<file path="src/rtl/ramp_pattern_checker_sat_counter.sv">
// Saturating up-counter with synchronous clear; clear takes priority over increment.
module sat_counter #(
  parameter int W = 16
) (
  input  logic         clk,
  input  logic         reset_n,
  input  logic         clear,
  input  logic         inc,
  output logic [W-1:0] count
);

  always_ff @(posedge clk or negedge reset_n) begin
    if (!reset_n) begin
      count <= '0;
    end else if (clear) begin
      count <= '0;
    end else if (inc && (count != '1)) begin
      count <= count + 1'b1;
    end
  end

endmodule

</file>
<file path="config.mk">
export PLATFORM = sky130hd
export DESIGN_NAME = sat_counter
export DESIGN_NICKNAME = d
export VERILOG_FILES = /design/src/rtl/ramp_pattern_checker_sat_counter.sv
export SDC_FILE = /design/constraint.sdc
export NUM_CORES = 1
export LEC_CHECK = 0
export ABC_CLOCK_PERIOD_IN_PS = 1900
export CORE_ASPECT_RATIO = 0.7
export CORE_MARGIN = 2
export CORE_UTILIZATION = 34
export CTS_BUF_LIST = sky130_fd_sc_hd__clkbuf_2 sky130_fd_sc_hd__clkbuf_4 sky130_fd_sc_hd__clkbuf_8
export CTS_CLUSTER_SIZE = 8
export DETAILED_ROUTE_END_ITERATION = 8
export DONT_BUFFER_PORTS = 1
export SYNTH_ARGS = -nofsm -noshare
export SYNTH_HDL_FRONTEND = slang
export SYNTH_SLANG_ARGS = --single-unit
</file>
<file path="constraint.sdc">
create_clock -name clk -period 1.9 [get_ports clk]
set_clock_uncertainty 0.15 [all_clocks]
set_input_delay 0.57 -clock clk [delete_from_list [all_inputs] [get_ports clk]]
set_output_delay 0.57 -clock clk [all_outputs]
set_load 0.1 [all_outputs]
</file>
==> flow_summary.yaml, run 1 <==
yosys:
  synth_seq_cells: 16
  yosysTopAreaCell: "dfrtp_1"
  yosys-mux-area-fraction: 0.0478
  synthSimpleGateAreaFrac: 0.312
  syn_inst: 98
  synth_area_per_cell_um2: 9.61
  yosysMostFrequentCell: "dfrtp_1"
  synth_compound_area_frac: 0.162
  synth_top_family_by_area: "simple AND/OR/NAND/NOR gates"
  syn-num-nets: 103
  synth_xor_area_frac: 0
  synth_top_area_frac: 0.425
  async_flop_share: 1.00
  synth_common_cells: "dfrtp_1, a21oi_1, o31ai_1, nand2_1, nand4_1"
  yosysSeqAreaShare: 0.425
  syn_area_um2: 942
  yosys-top-cells-area: "dfrtp_1, a21oi_1, o31ai_1, mux2_1, nand4_1"
  yosys_most_used_dff: "dfrtp_1"
  yosys_warnings: 0
  synth_edf_count: 0
  synthAdderAreaFrac: 0.0133
  yosys.cell_types.count: 28
finish:
  top_regs: "count x16"
  seq_area_um2: 458
  top_register: "count"
  area_delta_synth_final_pct: 54.4
  multi_input_area_um2: 611
  fillerInstances: 237
  largest_reg_flops: 16
  n_antenna_cell: 0
  nets: 137
  drive_gt1_frac: 0.580
pwr:
  p_seq_frac: 0.483
  vdd_drop_max_mv: 0.292
  combPwrFrac: 0.089
  p_leak_nw: 0.556
  power.share.clock: 0.429
  switching_share: 0.246
  netSwitchingPower_uw: 178
  powerDensity_nw_per_um2: 499
  cellInternalPower_uw: 547
floorplanning:
  io_pins: 20
  initial_core_util: 0.369
  dieHeight_um: 48.0
  dieArea_um2: 3210
  dieWidth_um: 66.9
  rows: 15
  core_um2: 2550
worst_setup_path:
  crit_path_frequent_cell: "buf_6"
  critPathMaxFanout: 6
  startpoint_type: "flop"
  required_ps: 1930
  critPathCaptureType: "flop"
  critPathMaxStageDelay_ps: 500
  cp_slowest_cell: "dfrtp_4"
  r2r_slack_ps: -40
  r2r-end: "count[3]"
  r2r_cells: 7
  crit_chain: "ha_4 > nand4_4 > nor4_4 > buf_6 > buf_6 > or4_4 > a21oi_2"
  crit_type: "flop to flop"
  crit_arrival_ps: 1970
  timing.rr.start: "count[0]"
timing:
  timing.final.crit_share: 1.02
  rsz0062_at_grt: "yes"
  finalSetupViolations: 1
  fin_setup_tns_ps: -38.0
  layout_min_cycle_time_ps: 1940
  fin_ws_ps: -38.0
  hold_viol_final: 0
  tightest_slew_ps: 779
  relSlewSlack: 0.479
  fmax_mhz: 516
  slew_violations: 0
global_route:
  grt_overflow_total: 0
  grt_antenna_before_repair: 0
  grt_max_degree: 21
  grt_pass1_vias: 882
  grt_pass1_wl_mm: 4.33
  grt_usage: 0.187
place:
  pre_cts_slack_ps: -37.3
  hpwl_mm: 1.91
  io_buffers: 0
  gp_congestion: 0.769
detailed_routing:
  viasPerCell: 5.76
  wl_per_cell_um: 16.7
  drt_first_pass_iters: 4
  vias: 951
  final_antenna_net_count: 0
  initialDrtViolationCount: 52
  routed_wl_mm: 2.75
  drcViolationCount: 0
cts:
  cts.path.max_buffers: 2
  cts_made_buffers: 3
  htree_levels: 1
  cts.sinks: 16
  clkTransAtPathRegs_ps: 70
  cts_tree: "done"
  clk_latency_ps: 260
  cts_root_buffer: "clkbuf_8"
hold_path:
  holdCritStartpoint: "clear"
  worstHoldEndpoint: "count[2]"
  hold_depth: 1
  min_path_type: "input port to flop"
run:
  drv_cap: 0
run_status:
  outcome: "finished with violations"
  violations: "negative setup slack"
## placed cells by master (no fill, tap or decap), drive strengths merged
| cell | count |
|---|---|
| a211oi | 1 |
| a21oi | 11 |
| and3 | 2 |
| and4 | 2 |
| buf | 33 |
| clkbuf | 4 |
| dfrtp | 16 |
| dlygate4sd3 | 1 |
| ha | 1 |
| inv | 3 |
| mux2 | 4 |
| nand2 | 6 |
| nand3 | 3 |
| nand3b | 1 |
| nand4 | 7 |
| nor2 | 4 |
| nor2b | 4 |
| nor3 | 1 |
| nor4 | 5 |
| o211ai | 1 |
| o21ai | 4 |
| o31ai | 7 |
| or3 | 3 |
| or4 | 7 |
## worst max path at each step
stage,startpoint,cells past startpoint,end
global route,count[0],7,count[3]
detailed placement,count[0],6,count[3]
global placement,count[0],6,count[3]
CTS,count[15],4,count[15]
finish,count[0],7,count[3]
floorplan,count[1],5,count[14]
## cells by family (layout without fill, tap and decap cells)
logic type	Yosys count	count (layout)
and+or+nand+nor	45	45
AOI/OAI and AO/OA	24	24
DFF	16	16
buffers and inverters	8	41
muxes	4	4
adders and majority gates	1	1
## through the flow
step           utilization  area (um^2)  hold WS (ps)  std cells  power (mW)
4_1_cts              0.528         1350           201        160       0.728
2_1_floorplan            -         1020           124         98       0.401
6_report             0.570         1460           204        165       0.725
5_1_grt              0.570         1460           196        165       0.748
3_3_place_gp         0.489         1250           125        154       0.409
3_5_place_dp         0.489         1250           125        154       0.410
## repair_timing
action / 4_1_cts / 5_1_grt
setup endpoints to repair: 5 / 16
resized for setup: 6 / 15
pin swaps: 4 / 7
hold buffers: 1 / 0
hold endpoints to repair: 16 / 0
buffers inserted: 2 / 5
## per-layer routing
metal	GRT usage	wire, um
met2	0.292	1280
met1	0.254	1290
met3	0.0635	163
met4	0.0490	18
met5	0	0
## power by group through the flow
stage	sequential (mW)	combinational (mW)	clock, mW
2_1_floorplan	0.381	0.0200	0
3_3_place_gp	0.357	0.0514	0
5_1_grt	0.350	0.0685	0.329
4_1_cts	0.350	0.0629	0.315
3_5_place_dp	0.358	0.0530	0
6_report	0.350	0.0642	0.311
## critical path: cells and delay by family (launching register included)
| kind | cells | cell delay, ps |
|---|---|---|
| flip-flops | 1 | 500 |
| AND/OR/NAND/NOR | 3 | 610 |
| AO/OA/AOI/OAI | 1 | 140 |
| adder cells (fa/ha/maj) | 1 | 190 |
| buffers and inverters | 2 | 260 |
## final cells by class
class | count | share of cell area
flip-flops and latches | 16 | 0.315
multi-input cells | 74 | 0.420
clock buffers | 4 | 0.0378
well taps | 34 | 0.0292
inverters | 3 | 0.00774
repair buffers | 34 | 0.191
No activity file was read; power rests on OpenSTA's default activity.
==> inputs of run 2 (changes only) <==
--- a/config.mk
+++ b/config.mk
@@ -12,7 +12,6 @@
 export CTS_BUF_LIST = sky130_fd_sc_hd__clkbuf_2 sky130_fd_sc_hd__clkbuf_4 sky130_fd_sc_hd__clkbuf_8
 export CTS_CLUSTER_SIZE = 8
 export DETAILED_ROUTE_END_ITERATION = 8
-export DONT_BUFFER_PORTS = 1
 export SYNTH_ARGS = -nofsm -noshare
 export SYNTH_HDL_FRONTEND = slang
 export SYNTH_SLANG_ARGS = --single-unit
==> flow_summary.yaml, run 2 (same netlist as run 1, synthesis figures left out) <==
detailed_routing:
  drcViolationCount: 0
  routed_wl_mm: 3.28
  drt_first_pass_iters: 4
  vias: 1064
  final_antenna_net_count: 0
  viasPerCell: 5.63
  wl_per_cell_um: 17.3
  initialDrtViolationCount: 63
place:
  hpwl_mm: 2.29
  gp_congestion: 0.846
  dp.cells: 182
  io_buffers: 19
finish:
  layout_common_cells: "buf_4, buf_12, dfrtp_4"
  fillerInstances: 172
  nets: 162
  drive_gt1_frac: 0.652
  final_cell_count_no_fill: 189
  n_antenna_cell: 0
  final_util: 0.743
  final_common_cell: "buf_4"
  top_regs: "count x16"
  top_register: "count"
  largest_reg_flops: 16
  area_delta_synth_final_pct: 101
floorplanning:
  io_pins: 20
  dieHeight_um: 48.0
  rows: 15
  initial_core_util: 0.369
  core_um2: 2550
  dieArea_um2: 3210
  dieWidth_um: 66.9
global_route:
  grt_overflow_total: 0
  grt_pass1_vias: 1044
  grt_pass1_wl_mm: 5.25
  grt_antenna_before_repair: 0
  grt_max_degree: 17
  grt_usage: 0.230
run:
  drv_cap: 0
cts:
  cts_root_buffer: "clkbuf_8"
  clkTransAtPathRegs_ps: 60
  cts_made_buffers: 3
  clk_latency_ps: 250
  cts_tree: "done"
  htree_levels: 1
  cts.path.max_buffers: 2
  cts.sinks: 16
worst_setup_path:
  critPathCaptureType: "flop"
  startpoint_type: "flop"
  crit_arrival_ps: 1970
  crit_type: "flop to flop"
  critPathMaxFanout: 6
  required_ps: 1890
timing:
  timing.final.crit_share: 1.04
  fin_ws_ps: -81.4
  fin_setup_tns_ps: -174
  relSlewSlack: 0.790
  layout_min_cycle_time_ps: 1980
  slew_violations: 0
  rsz0062_at_grt: "yes"
  hold_viol_final: 0
  fmax_mhz: 505
  finalSetupViolations: 4
  tightest_slew_ps: 312
run_status:
  outcome: "finished with violations"
  violations: "negative setup slack"
pwr:
  p_leak_nw: 0.723
  power.share.clock: 0.362
  p_seq_frac: 0.482
  vdd_drop_max_mv: 0.371
  cellInternalPower_uw: 535
  switching_share: 0.263
  netSwitchingPower_uw: 191
  powerDensity_nw_per_um2: 383
  combPwrFrac: 0.156
hold_path:
  min_path_type: "input port to asynchronous set/reset pin"
-- run 2: changes by cell type in the layout (fill, tap and decap cells not counted), moves of 2 or more --
cell	previous run	this run
nor4_2	3	1
nor4_4	2	4
mux2_1	3	1
mux2_4	1	3
buf_6	2	11
clkdlybuf4s50_1	0	2
buf_12	1	17
buf_4	30	28
-- run 2: final timing paths --
check                               from         to  slack (ps)  cells past startpoint
worst min-delay path             reset_n  count[15]         490                      2
worst max-delay path            count[0]  count[11]         -80                      7
max in group asynchronous        reset_n   count[8]         890                      2
worst max register to register  count[0]  count[11]         -80                      7
min in group clk                count[0]   count[0]         500                      2
worst min register to register  count[0]   count[0]         500                      2
-- run 2: cell type report --
| class | count | area, um^2 | area share |
|---|---|---|---|
| clock buffers | 3 | 41.3 | 0.0218 |
| multi-input cells | 74 | 639 | 0.337 |
| flip-flops and latches | 16 | 458 | 0.242 |
| inverters | 3 | 11.3 | 0.00594 |
| well taps | 34 | 42.5 | 0.0224 |
| repair buffers | 59 | 703 | 0.371 |
-- run 2: power by group through the flow --
stage | Sequential, mW | Combinational [mW] | Clock, mW
floorplan | 0.381 | 0.0200 | 0
global placement | 0.357 | 0.103 | 0
detailed placement | 0.357 | 0.106 | 0
CTS | 0.350 | 0.111 | 0.266
global route | 0.350 | 0.120 | 0.282
finish | 0.350 | 0.114 | 0.263
-- run 2: critical path, stage by stage, from the launching register on --
cell,delay [ps]
dfrtp_4,510
ha_4,190
nand4_4,70
nor4_4,50
buf_6,150
buf_4,150
nor4_4,270
mux2_4,320
-- run 2: metal layers --
| layer | part of all wire | track usage | vias up |
|---|---|---|---|
| met5 | 0 | 0 | - |
| met4 | 0.0031 | 0.0367 | 0 |
| met1 | 0.46 | 0.300 | 516 |
| li1 | - | - | 499 |
| met3 | 0.064 | 0.0612 | 4 |
| met2 | 0.47 | 0.400 | 45 |
-- run 2: through the flow --
| stage | worst slack [ps] | cell area, um^2 | total power, mW | hold slack (ps) |
|---|---|---|---|---|
| global route | -114 | 1900 | 0.752 | 514 |
| finish | -81.4 | 1900 | 0.726 | 494 |
| floorplan | -127 | 1020 | 0.401 | 124 |
| detailed placement | -414 | 1670 | 0.464 | 478 |
| global placement | -347 | 1670 | 0.460 | 472 |
| CTS | -79.7 | 1820 | 0.727 | 495 |
-- run 2: repair_timing --
action / 4_1_cts / 5_1_grt
pin swaps: 12 / 11
gates resized for setup: 20 / 16
endpoints found under the hold margin: 0 / 0
endpoints found under the setup margin: 13 / 17
hold buffers: 0 / 0
buffers inserted: 3 / 1
==> inputs of run 3 (changes only) <==
--- a/config.mk
+++ b/config.mk
@@ -6,7 +6,6 @@
 export NUM_CORES = 1
 export LEC_CHECK = 0
 export ABC_CLOCK_PERIOD_IN_PS = 1900
-export CORE_ASPECT_RATIO = 0.7
 export CORE_MARGIN = 2
 export CORE_UTILIZATION = 34
 export CTS_BUF_LIST = sky130_fd_sc_hd__clkbuf_2 sky130_fd_sc_hd__clkbuf_4 sky130_fd_sc_hd__clkbuf_8
==> flow_summary.yaml, run 3 (same netlist as run 1, synthesis figures left out) <==
finish:
  layout_common_cells: "buf_4, buf_12, dfrtp_4"
  top_regs: "count x16"
  n_antenna_cell: 0
  nets: 169
  area_delta_synth_final_pct: 108
  largest_reg_flops: 16
  fin_area_um2: 1960
  drive_gt1_frac: 0.718
  final_common_cell: "buf_4"
  top_register: "count"
timing:
  tightest_slew_ps: 350
  timing.final.crit_share: 1.03
  relSlewSlack: 0.764
  finalSetupViolations: 6
  slew_violations: 0
  layout_min_cycle_time_ps: 1960
  rsz0062_at_grt: "yes"
  hold_slack_ps: 430
  hold_viol_final: 0
  fmax_mhz: 510
  fin_ws_ps: -59.4
cts:
  cts_root_buffer: "clkbuf_4"
  cts.path.max_buffers: 2
  cts.sinks: 16
  cts_hold_buf: 0
  clk_latency_ps: 300
  htree_levels: 1
  cts_tree: "done"
  cts_made_buffers: 3
  clkTransAtPathRegs_ps: 110
global_route:
  grt_pass1_wl_mm: 5.55
  grt_overflow_total: 0
  grt_max_degree: 17
  grt_antenna_before_repair: 0
  grt_pass1_vias: 1165
  grt_usage: 0.222
floorplanning:
  initial_core_util: 0.351
  dieWidth_um: 56.6
  rows: 19
  dieHeight_um: 56.6
  io_pins: 20
  core_um2: 2690
  dieArea_um2: 3210
worst_setup_path:
  critPathCaptureType: "flop"
  startpoint_type: "flop"
  critPathMaxFanout: 3
  cp_slowest_cell: "dfrtp_4"
  crit_arrival_ps: 2040
  crit_chain: "ha_4 > nand4_4 > nor4_4 > buf_4 > buf_6 > or4_4 > a21oi_2"
  required_ps: 1980
  crit_type: "flop to flop"
  critPathMaxStageDelay_ps: 520
pwr:
  vdd_drop_max_mv: 0.326
  p_leak_nw: 0.759
  power.total_uw: 708
  powerDensity_nw_per_um2: 361
detailed_routing:
  routed_wl_mm: 3.38
  viasPerCell: 5.75
  final_antenna_net_count: 0
  wl_per_cell_um: 17.4
  vias: 1115
  drcViolationCount: 0
  initialDrtViolationCount: 33
  drt_first_pass_iters: 4
run_status:
  outcome: "finished with violations"
  violations: "negative setup slack"
run:
  drv_cap: 0
place:
  gp_congestion: 0.844
  io_buffers: 19
  placed_cell_area_um2: 1580
  hpwl_mm: 1.96
  pre_cts_slack_ps: -418
hold_path:
  min_path_type: "input port to asynchronous set/reset pin"
-- run 3: changes by cell type in the layout (fill, tap and decap cells not counted), sizes merged --
cell / previous run / this run
clkbuf: 3 / 4
inv: 3 / 2
clkinvlp: 0 / 1
buf: 56 / 63
-- run 3: worst paths after layout --
check                              start         to  slack (ps)  cells past startpoint
worst max-delay path            count[1]   count[7]         -60                      7
worst min-delay path             reset_n  count[13]         430                      2
worst max register to register  count[1]   count[7]         -60                      7
worst min register to register  count[8]   count[8]         520                      2
max in group asynchronous        reset_n   count[2]         960                      2
min in group clk                count[8]   count[8]         520                      2
-- run 3: power breakdown --
group	switching, mW	leakage (nW)	internal, mW	total (mW)
clock network	0.125	0.0210	0.117	0.242
registers	0.00533	0.191	0.345	0.350
logic	0.0669	0.546	0.0486	0.116
total	0.197	0.759	0.510	0.708
-- run 3: metrics by stage --
step / utilization / TNS (ps) / instances
2_1_floorplan: - / -1010 / 98
3_3_place_gp: 0.589 / -3770 / 170
3_5_place_dp: 0.589 / -4460 / 170
4_1_cts: 0.673 / -450 / 186
5_1_grt: 0.730 / -555 / 194
6_report: 0.730 / -258 / 194
-- run 3: metal layers --
layer / part of all wire / GRT usage / up-vias
li1: - / - / 511
met1: 0.39 / 0.292 / 538
met2: 0.50 / 0.362 / 52
met3: 0.071 / 0.0276 / 14
met4: 0.039 / 0.105 / 0
met5: 0 / 0 / -
-- run 3: critical path, delay by kind of cell, from the launching register on --
family / cells / cell delay (ps)
AOI/OAI and AO/OA: 1 / 140
adders and majority gates: 1 / 190
buffers and inverters: 2 / 270
DFF: 1 / 520
and+or+nand+nor: 3 / 620
-- run 3: layout make-up --
cell class	count	area, um^2
Timing Repair Buffer	66	741
Fill cell	171	726
Inverter	3	15.0
Tap cell	31	38.8
Sequential cell	16	458
Clock buffer	4	36.3
Multi-Input combinational cell	74	672
-- run 3: repair_timing --
| action | CTS | global route |
|---|---|---|
| pin swaps | 13 | 12 |
| endpoints found under the setup margin | 13 | 18 |
| gates resized for setup | 20 | 21 |
| hold endpoints to repair | 0 | 0 |
| buffers inserted | 12 | 8 |
